$ cat src/rtl/sseg_scan_sched_if.sv
// sseg_scan_sched_if: banner-side inputs and display-pin outputs of the seven-segment scan scheduler.
interface sseg_scan_sched_if #(parameter int NUM_DIGITS = 8);
    logic                    en;
    logic [4*NUM_DIGITS-1:0] current_disp;
    logic [NUM_DIGITS-1:0]   digit_en;
    logic [3:0]              brightness;
    logic [NUM_DIGITS-1:0]   anode;
    logic [7:0]              cathodes;
    logic                    frame_tick;
    modport master (output en, current_disp, digit_en, brightness, input anode, cathodes, frame_tick);
    modport slave  (input en, current_disp, digit_en, brightness, output anode, cathodes, frame_tick);
endinterface

$ cat src/rtl/sseg_scan_sched.sv
// sseg_scan_sched: time-multiplexed 8-digit seven-segment scan with per-slot dead time and brightness window.
// Define SSEG_LEADING_ZERO_BLANK_EN to blank leading zero digits at each frame start.
module sseg_scan_sched #(
    parameter int NUM_DIGITS   = 8,
    parameter int SLOT_CYCLES  = 12500,
    parameter int BLANK_CYCLES = 100
) (
    input  logic               clk,
    input  logic               rst_n,
    sseg_scan_sched_if.slave   bus
);
    localparam int ON_STEP = (SLOT_CYCLES - BLANK_CYCLES) / 16;
    localparam int CW = $clog2(SLOT_CYCLES);
    localparam int DW = $clog2(NUM_DIGITS);
    localparam logic [CW-1:0] SLOT_LAST = CW'(SLOT_CYCLES - 1);
    localparam logic [DW-1:0] DIG_LAST  = DW'(NUM_DIGITS - 1);
    localparam logic [CW:0]   BLANK_W   = (CW+1)'(BLANK_CYCLES);
    localparam logic [6:0] SEG [16] = '{7'h3F, 7'h06, 7'h5B, 7'h4F, 7'h66, 7'h6D, 7'h7D, 7'h07,
                                        7'h7F, 7'h6F, 7'h77, 7'h7C, 7'h39, 7'h5E, 7'h79, 7'h71};

    if (SLOT_CYCLES - BLANK_CYCLES < 16 || BLANK_CYCLES < 1) begin : g_bad_params
        $error("sseg_scan_sched: need SLOT_CYCLES-BLANK_CYCLES >= 16 and BLANK_CYCLES >= 1");
    end

    typedef enum logic {IDLE, SCAN} state_t;
    state_t state, state_n;
    logic [CW-1:0] cnt, cnt_n;
    logic [DW-1:0] digit, digit_n;
    logic [4*NUM_DIGITS-1:0] disp_snap;
    logic [NUM_DIGITS-1:0] den_snap, keep;
    logic [3:0] b_snap;
    logic [CW:0] on_end;
    logic wrap, frame_start, drive;

`ifdef SSEG_LEADING_ZERO_BLANK_EN
    logic seen;
    // Walk from the top digit down; everything above the first non-zero nibble goes dark.
    always_comb begin
        seen = 1'b0;
        keep = '1;
        for (int i = NUM_DIGITS - 1; i > 0; i--) begin
            seen = seen | (bus.current_disp[4*i +: 4] != 4'h0);
            keep[i] = seen;
        end
    end
`else
    assign keep = '1;
`endif

    assign wrap        = cnt == SLOT_LAST;
    assign frame_start = state == SCAN && digit == '0 && cnt == '0;
    assign on_end      = BLANK_W + (CW+1)'((32'(b_snap) + 32'd1) * ON_STEP);
    assign drive       = bus.en && state == SCAN && den_snap[digit]
                         && {1'b0, cnt} >= BLANK_W && {1'b0, cnt} < on_end;

    always_comb begin
        state_n = state;
        cnt_n   = '0;
        digit_n = '0;
        if (state == IDLE) state_n = bus.en ? SCAN : IDLE;
        else if (!bus.en) state_n = IDLE;
        else begin
            cnt_n   = wrap ? '0 : cnt + 1'b1;
            digit_n = !wrap ? digit : (digit == DIG_LAST ? '0 : digit + 1'b1);
        end
    end

    // Outputs are registered from the current window, so pins trail slot_cnt by one cycle.
    always_ff @(posedge clk) begin
        if (!rst_n) begin
            state          <= IDLE;
            cnt            <= '0;
            digit          <= '0;
            disp_snap      <= '0;
            den_snap       <= '0;
            b_snap         <= '0;
            bus.anode      <= '1;
            bus.cathodes   <= '1;
            bus.frame_tick <= 1'b0;
        end else begin
            state          <= state_n;
            cnt            <= cnt_n;
            digit          <= digit_n;
            bus.frame_tick <= state_n == SCAN && digit_n == '0 && cnt_n == '0;
            bus.anode      <= drive ? ~(NUM_DIGITS'(1) << digit) : '1;
            bus.cathodes   <= drive ? ~{1'b0, SEG[disp_snap[{digit, 2'b00} +: 4]]} : '1;
            if (frame_start) begin
                disp_snap <= bus.current_disp;
                den_snap  <= bus.digit_en & keep;
                b_snap    <= bus.brightness;
            end
        end
    end
endmodule

$ cat src/flat_wrapper.sv
// flat-port wrapper written by rule: the top's interface ports become plain ports
module sseg_scan_sched_flat 
#(
    parameter int NUM_DIGITS   = 8,
    parameter int SLOT_CYCLES  = 12500,
    parameter int BLANK_CYCLES = 100
)
  (clk, rst_n, bus_en, bus_current_disp, bus_digit_en, bus_brightness, bus_anode, bus_cathodes, bus_frame_tick);
  sseg_scan_sched_if #(.NUM_DIGITS(NUM_DIGITS)) bus_i ();
  input  logic clk;
  input  logic rst_n;
  input wire logic [$bits(bus_i.en)-1:0] bus_en;
  input wire logic [$bits(bus_i.current_disp)-1:0] bus_current_disp;
  input wire logic [$bits(bus_i.digit_en)-1:0] bus_digit_en;
  input wire logic [$bits(bus_i.brightness)-1:0] bus_brightness;
  output wire logic [$bits(bus_i.anode)-1:0] bus_anode;
  output wire logic [$bits(bus_i.cathodes)-1:0] bus_cathodes;
  output wire logic [$bits(bus_i.frame_tick)-1:0] bus_frame_tick;
  assign bus_i.en = bus_en;
  assign bus_i.current_disp = bus_current_disp;
  assign bus_i.digit_en = bus_digit_en;
  assign bus_i.brightness = bus_brightness;
  assign bus_anode = bus_i.anode;
  assign bus_cathodes = bus_i.cathodes;
  assign bus_frame_tick = bus_i.frame_tick;
  sseg_scan_sched #(.NUM_DIGITS(NUM_DIGITS), .SLOT_CYCLES(SLOT_CYCLES), .BLANK_CYCLES(BLANK_CYCLES)) u_core (.clk(clk), .rst_n(rst_n), .bus(bus_i));
endmodule
$ cat config.mk
export PLATFORM = sky130hd
export DESIGN_NAME = sseg_scan_sched_flat
export DESIGN_NICKNAME = d
export VERILOG_FILES = /design/src/rtl/sseg_scan_sched_if.sv /design/src/rtl/sseg_scan_sched.sv /design/src/flat_wrapper.sv
export SDC_FILE = /design/constraint.sdc
export NUM_CORES = 1
export LEC_CHECK = 0
export CAP_MARGIN = 20
export CORE_ASPECT_RATIO = 0.7
export CORE_UTILIZATION = 40
export CTS_CLUSTER_SIZE = 20
export DETAILED_ROUTE_END_ITERATION = 16
export GPL_TIMING_DRIVEN = 1
export PLACE_DENSITY = 0.58
export SLEW_MARGIN = 15
export SYNTH_ARGS = -nofsm -noshare
export SYNTH_HDL_FRONTEND = slang
export SYNTH_SLANG_ARGS = --single-unit
$ cat constraint.sdc
create_clock -name clk -period 6.8 [get_ports clk]
set_clock_uncertainty 0.1 [all_clocks]
set_input_delay 1.02 -clock clk [delete_from_list [all_inputs] [get_ports clk]]
set_output_delay 1.02 -clock clk [all_outputs]
set_load 0.01 [all_outputs]
After elaboration in Yosys (flattened, before gate mapping)
Memory sizes are Yosys's and may differ from the RTL's.
Index checks and enable logic that the tools add are counted.
Operators by class
  equality and inequality tests: 2
  reduce and logical (&&, ||, !) cells: 13
  mux-type cells: 12
  multipliers: 1
  order comparisons: 4
  bitwise operators: 3
  add/subtract/negate cells: 4
  shift-type cells: 2
Operators by type and width (count)
  $mux W14: 3
  $mul A32 B10 Y15 const B: 1
  $shiftx A32 B6 Y4: 1
  $logic_not A14 Y1: 2
  $add A7 B15 Y15 const A: 1
  $lt A14 B15 Y1: 1
  $add A14 B1 Y14 const B: 1
  $eq A14 B14 Y1 const B: 1
  $ge A14 B7 Y1 const B: 1
  $mux W7: 2
  $mux W3: 4
  $logic_and A1 B1 Y1: 8
  $not A7 Y8: 1
  $not A8 Y8: 1
  $shl A1 B3 Y8 const A: 1
  $logic_not A3 Y1: 2
  $add A4 B1 Y5 const B: 1
  $ge A5 B5 Y1 const B: 1
  $not A4 Y5: 1
  $lt A3 B4 Y1 const B: 1
  $add A3 B1 Y3 const B: 1
  $bmux W1 S3: 1
  $eq A3 B3 Y1 const B: 1
  $mux W1: 2
  $reduce_and A2 Y1: 1
Storage, ports and cells
  memories: 1
  register bits: 79
  word-level logic and storage cells: 51
  output and inout port bits: 17
  memory bits (read-only): 112
  input bits: 47
Memories
  (no name shown): words 16, width 7, rd ports 1, clocked after Yosys merged registers in 0, wr ports 0, RTL line sseg_scan_sched.sv:86  | bus.cathodes <= drive ? ~{1'b0, SEG[disp_snap[{digit, 2'b00} +: 4]]} : '1;

Depth between registers and ports, before layout
  word-level depth: 8
  depth in mapped cells: 24
  depth with buffers taken out: 22

Least setup slack after synthesis
OpenSTA, ideal clock, no wires.
  kind: register to register
  start point: reg u_core.b_snap[0]
  end point: reg u_core.bus.anode[4]
  arrival: 4.535 ns
  path buffers: 2
  cell stages (with the launch flop): 25
  clock period less this slack: 4.774 ns
  setup time: 0.139 ns
  required time: 6.561 ns
  path slack: 2.026 ns
  path through: dfxtp_1 > buf_2 > nand3_1 > xor2_1 > inv_1 > fa_1 > inv_1 > ha_1 > ha_1 > inv_1 > fa_1 > nor2b_1 > o21a_1 > o21ai_0 > a21oi_1 > a31oi_1 > xnor2_1 > ha_1 > nand3_1 > nor2_1 > o311ai_0 > o211ai_1 > a31oi_1 > buf_2 > nand3_1
Between the ends
  longest elaborated chain between the ends: 6
Ends and longest elaborated chain
  start, declared: RTL line sseg_scan_sched.sv:31  | logic [3:0] b_snap;
  start signal, assigned: RTL line sseg_scan_sched.sv:90  | b_snap <= bus.brightness;
  $add A4 B1 Y5: RTL line sseg_scan_sched.sv:52  | assign on_end = BLANK_W + (CW+1)'((32'(b_snap) + 32'd1) * ON_STEP);
  $mul A32 B10 Y15: RTL line sseg_scan_sched.sv:52
  $add A7 B15 Y15: RTL line sseg_scan_sched.sv:52
  $lt A14 B15 Y1: RTL line sseg_scan_sched.sv:54  | && {1'b0, cnt} >= BLANK_W && {1'b0, cnt} < on_end;
  $logic_and A1 B1 Y1: RTL line sseg_scan_sched.sv:54
  $reduce_and A2 Y1 (no source line)
  end signal, assigned: RTL line sseg_scan_sched.sv:85  | bus.anode <= drive ? ~(NUM_DIGITS'(1) << digit) : '1;
  end, declared: RTL line sseg_scan_sched_if.sv:11  | modport slave (input en, current_disp, digit_en, brightness, output anode, cathodes, frame_tick);
No other way between the ends.
A chain may end at the register's enable or synchronous reset.

Worst setup path in the final report
  start point: reg u_core.b_snap[0]
  end point: reg u_core.bus.cathodes[5]
Between the ends
  longest elaborated chain between the ends: 6
Ends and longest elaborated chain (RTL line)
  $add A4 B1 Y5: sseg_scan_sched.sv:52
  $mul A32 B10 Y15: sseg_scan_sched.sv:52
  $add A7 B15 Y15: sseg_scan_sched.sv:52
  $lt A14 B15 Y1: sseg_scan_sched.sv:54
  $logic_and A1 B1 Y1: sseg_scan_sched.sv:54
  $reduce_and A2 Y1 (no source line)
  end signal, assigned: sseg_scan_sched.sv:86
  end, declared: sseg_scan_sched_if.sv:11
No other way between the ends.

==> implementation parameters <==
Parameter                              Value

Synth
  Post-Syn Area per Cell    8.51 µm²
  Net count after synthesis    ~660
  EDFF count, synth    0
  Register area share after synthesis    0.328
  Warnings from Yosys    0
  Post-Syn Instances    559
  Number of distinct standard cells referenced by the synthesized netlist    53
  Synthesized flop and latch total    78
  Async S/R FF share, synth    0
  Post-synthesis instance area    0.00476 mm²
  Most instantiated flip-flop cell in the synthesis netlist    sky130_fd_sc_hd__dfxtp_1

Die
  Die height    93.3 µm
  Effective utilization at floorplan    0.421
  Area of the core region    0.0113 mm²
  Die Outline Area    0.0123 mm²
  I/O Pins    64
  Die extent in x    ~130 µm
  Row count    32

Timing
  Minimum clock period after layout    5260 ps
  Unrepaired setup endpoints after global routing    false
  Transition time at the pin with the least slew margin    between 600 and 700 ps
  Count of final setup violators    0
  Maximum clock rate    190 MHz
  Final period utilization    0.774
  Total negative slack    0 ps
  Max-slew headroom at the worst pin    0.549
  Number of pins with negative max-slew slack in the final report    0
  Worst Slack Setup Final    1540 ps
  Final count of hold timing violations    0

Clocking
  CTS sink count    78
  Clock H-tree levels    3
  Root Buffer    sky130_fd_sc_hd__clkbuf_16
  Count of hold-fix buffers inserted at cts    0
  Clock input transition at the sequential cells of the worst setup and hold paths    60 ps
  Clock tree from TritonCTS    yes
  Buffers inserted by post-CTS timing repair    0
  Clock latency reported for the late side of the worst-skew pair    around 340 ps
  CTS max path bufs    2
  Cells resized by post-CTS repair    0
  Clock buffer count from CTS    9

Power and ir drop
  Clock network fraction of total power    0.461
  Post-layout total power    1.13 mW
  Reg power frac    0.424
  Cell leakage power    roughly 2.3 nW
  Net Switching    0.262 mW
  Switching share of power    0.232
  Comb pwr share    0.115
  Power per unit of standard cell area    196 mW/mm²
  Internal Power    0.867 mW
  Worst-case vdd ir drop    0.162 mV

Global routing
  Most used routing layer    met1
  Overflow after GRT    0
  Largest net degree at the start of global routing    46
  Vias in the first global route    ~3600
  Met3 Resource Use GR    0.0412
  All-layer global routing usage    0.191
  Routing usage on met2    0.247
  Initial antenna violation count    0
  GR Util met1    0.304
  Wire length of the first global-routing pass    18.3 mm

Layout
  Inserted Diodes    0
  Final net count    707
  Finished layout cell area    0.00576 mm²
  Area overhead of the layout relative to synthesis    21.1%
  Post-layout util    0.511
  Fraction of final layout cells sized beyond drive strength 1    0.0605

Drt
  Number of vias per cell    5.01
  Detailed-routing iteration count for the pre-antenna-repair pass    4
  DRC errors left    0
  Post-route ant nets    0
  Total detailed-routing wirelength    11.4 mm
  Drt wl/cell    14.9 µm
  Total number of vias    3836
  Count of routing violations after the opening detailed-route iteration    217

Placement
  Placer's final routability congestion estimate    approximately 0.87
  Number of I/O port buffers    62
  Placement Setup Slack    1580 ps
  DP HPWL    8.57 mm
  Area after detailed placement    0.00544 mm²

Outcome
  Result of the run    completed

Critical path
  Required time worst endpoint    6890 ps
  Worst setup EP type    register
  Critical path peak fanout    15
  Critical Path Start Type    register
  Data arrival time of the worst path    5360 ps
  Critical Setup Path Class    register to register

Run
  Number of violations of the max-capacitance limit    0

Hold path
  Class of the tightest hold or removal check    register to register
cell type report:
type,count,area [µm²]
Fill cell,1067,5530
Multi-Input combinational cell,421,2920
Sequential cell,78,1560
Timing Repair Buffer,68,663
Clock buffer,11,243
Tap cell,153,191
Inverter,29,109
Clock inverter,5,81.3
kinds of logic after synthesis:
family          synth area share
compound gates             0.141
buf+inv                   0.0592
mux                       0.0639
simple gates               0.215
fa+ha+maj                  0.143
flops                      0.328
other cells             0.000788
xor+xnor                  0.0497
flip-flops by register name (all words and copies together), names as in the netlist:
register               cells
u_core.cnt                14
u_core.b_snap              4
u_core.bus.anode           8
u_core.disp_snap          32
u_core.digit               3
u_core.bus.cathodes        7
u_core.bus.frame_tick      1
u_core.state               1
u_core.den_snap            8
through the flow:
stage	std cells	hold WS (ps)
final	765	346
after global routing	765	370
after CTS	764	349
after detailed placement	748	341
after global placement	748	334
after floorplan	559	328
Yosys cell counts, types with 2 or more instances:
| library cell | count | share of area |
|---|---|---|
| sky130_fd_sc_hd__and4_1 | 4 | 0.0074 |
| sky130_fd_sc_hd__nor4_1 | 2 | 0.0026 |
| sky130_fd_sc_hd__o31ai_1 | 2 | 0.0032 |
| sky130_fd_sc_hd__o221ai_1 | 3 | 0.0055 |
| sky130_fd_sc_hd__mux2_2 | 3 | 0.0071 |
| sky130_fd_sc_hd__buf_2 | 12 | 0.013 |
| sky130_fd_sc_hd__a21boi_1 | 40 | 0.063 |
| sky130_fd_sc_hd__nand3_1 | 25 | 0.026 |
| sky130_fd_sc_hd__dfxtp_1 | 78 | 0.33 |
| sky130_fd_sc_hd__inv_1 | 29 | 0.023 |
| sky130_fd_sc_hd__nand4_1 | 6 | 0.0079 |
| sky130_fd_sc_hd__or4_4 | 2 | 0.0047 |
| sky130_fd_sc_hd__o211ai_1 | 2 | 0.0032 |
| sky130_fd_sc_hd__nor2b_1 | 7 | 0.0092 |
| sky130_fd_sc_hd__buf_6 | 5 | 0.012 |
| sky130_fd_sc_hd__mux2i_1 | 18 | 0.038 |
| sky130_fd_sc_hd__nor2_1 | 33 | 0.026 |
| sky130_fd_sc_hd__nand2_1 | 108 | 0.085 |
| sky130_fd_sc_hd__o21ai_0 | 10 | 0.011 |
| sky130_fd_sc_hd__and2_1 | 10 | 0.013 |
| sky130_fd_sc_hd__or3_1 | 5 | 0.0066 |
| sky130_fd_sc_hd__a22oi_1 | 2 | 0.0032 |
| sky130_fd_sc_hd__clkbuf_1 | 13 | 0.010 |
| sky130_fd_sc_hd__or2_2 | 4 | 0.0053 |
| sky130_fd_sc_hd__a31oi_1 | 3 | 0.0039 |
| sky130_fd_sc_hd__xnor2_1 | 15 | 0.028 |
| sky130_fd_sc_hd__a21boi_0 | 4 | 0.0063 |
| sky130_fd_sc_hd__a21oi_1 | 17 | 0.018 |
| sky130_fd_sc_hd__ha_1 | 51 | 0.13 |
| sky130_fd_sc_hd__mux4_2 | 4 | 0.019 |
| sky130_fd_sc_hd__nand3b_1 | 3 | 0.0047 |
| sky130_fd_sc_hd__fa_1 | 2 | 0.0084 |
| sky130_fd_sc_hd__xor2_1 | 12 | 0.022 |
| sky130_fd_sc_hd__nor3_1 | 2 | 0.0021 |
| sky130_fd_sc_hd__a21o_1 | 5 | 0.0079 |
cells in the final DEF, fill, tap and decap left out, types with 12 or more instances in the layout:
cell / Yosys / final
sky130_fd_sc_hd__a21boi_1: 40 / 40
sky130_fd_sc_hd__a21oi_1: 17 / 17
sky130_fd_sc_hd__clkdlybuf4s50_1: 0 / 62
sky130_fd_sc_hd__dfxtp_1: 78 / 78
sky130_fd_sc_hd__ha_1: 51 / 51
sky130_fd_sc_hd__inv_1: 29 / 29
sky130_fd_sc_hd__mux2i_1: 18 / 18
sky130_fd_sc_hd__nand2_1: 108 / 108
sky130_fd_sc_hd__nand3_1: 25 / 25
sky130_fd_sc_hd__nor2_1: 33 / 33
sky130_fd_sc_hd__xnor2_1: 15 / 15
sky130_fd_sc_hd__xor2_1: 12 / 12
worst paths after layout:
| check | from | endpoint | slack (ps) | cells after the start |
|---|---|---|---|---|
| worst min register to register | u_core.den_snap[2] | u_core.den_snap[2] | 350 | 2 |
| worst max-delay path | u_core.b_snap[0] | u_core.bus.cathodes[5] | 1540 | 23 |
| worst min-delay path | u_core.den_snap[2] | u_core.den_snap[2] | 350 | 2 |
| worst max register to register | u_core.b_snap[0] | u_core.bus.cathodes[5] | 1540 | 23 |
layer usage:
layer | part of all wire | up-vias
met3 | 0.052 | 7
li1 | - | 1995
met2 | 0.37 | 84
met1 | 0.57 | 1750
met5 | 0 | -
met4 | 0.0065 | 0
critical path, stage by stage (launching register included):
cell	delay, ps
sky130_fd_sc_hd__dfxtp_1	580
sky130_fd_sc_hd__nand3_1	140
sky130_fd_sc_hd__xor2_1	290
sky130_fd_sc_hd__inv_1	190
sky130_fd_sc_hd__fa_1	530
sky130_fd_sc_hd__inv_1	50
sky130_fd_sc_hd__ha_1	260
sky130_fd_sc_hd__ha_1	300
sky130_fd_sc_hd__inv_1	60
sky130_fd_sc_hd__fa_1	450
sky130_fd_sc_hd__nor2b_1	130
sky130_fd_sc_hd__o21a_1	130
sky130_fd_sc_hd__o21ai_0	110
sky130_fd_sc_hd__a21oi_1	260
sky130_fd_sc_hd__a31oi_1	150
sky130_fd_sc_hd__xnor2_1	150
sky130_fd_sc_hd__ha_1	310
sky130_fd_sc_hd__nand3_1	120
sky130_fd_sc_hd__nor2_1	50
sky130_fd_sc_hd__o311ai_0	100
sky130_fd_sc_hd__o211ai_1	140
sky130_fd_sc_hd__a31oi_1	160
sky130_fd_sc_hd__buf_4	230
sky130_fd_sc_hd__o221ai_1	150
power by group through the flow:
stage          registers, mW  clock network [mW]  logic (mW)
2_1_floorplan          0.486                   0      0.0821
3_3_place_gp           0.488                   0       0.128
3_5_place_dp           0.489                   0       0.130
4_1_cts                0.479               0.533       0.131
5_1_grt                0.480               0.545       0.147
6_report               0.479               0.521       0.130
Power figures use the tool's default switching activity.
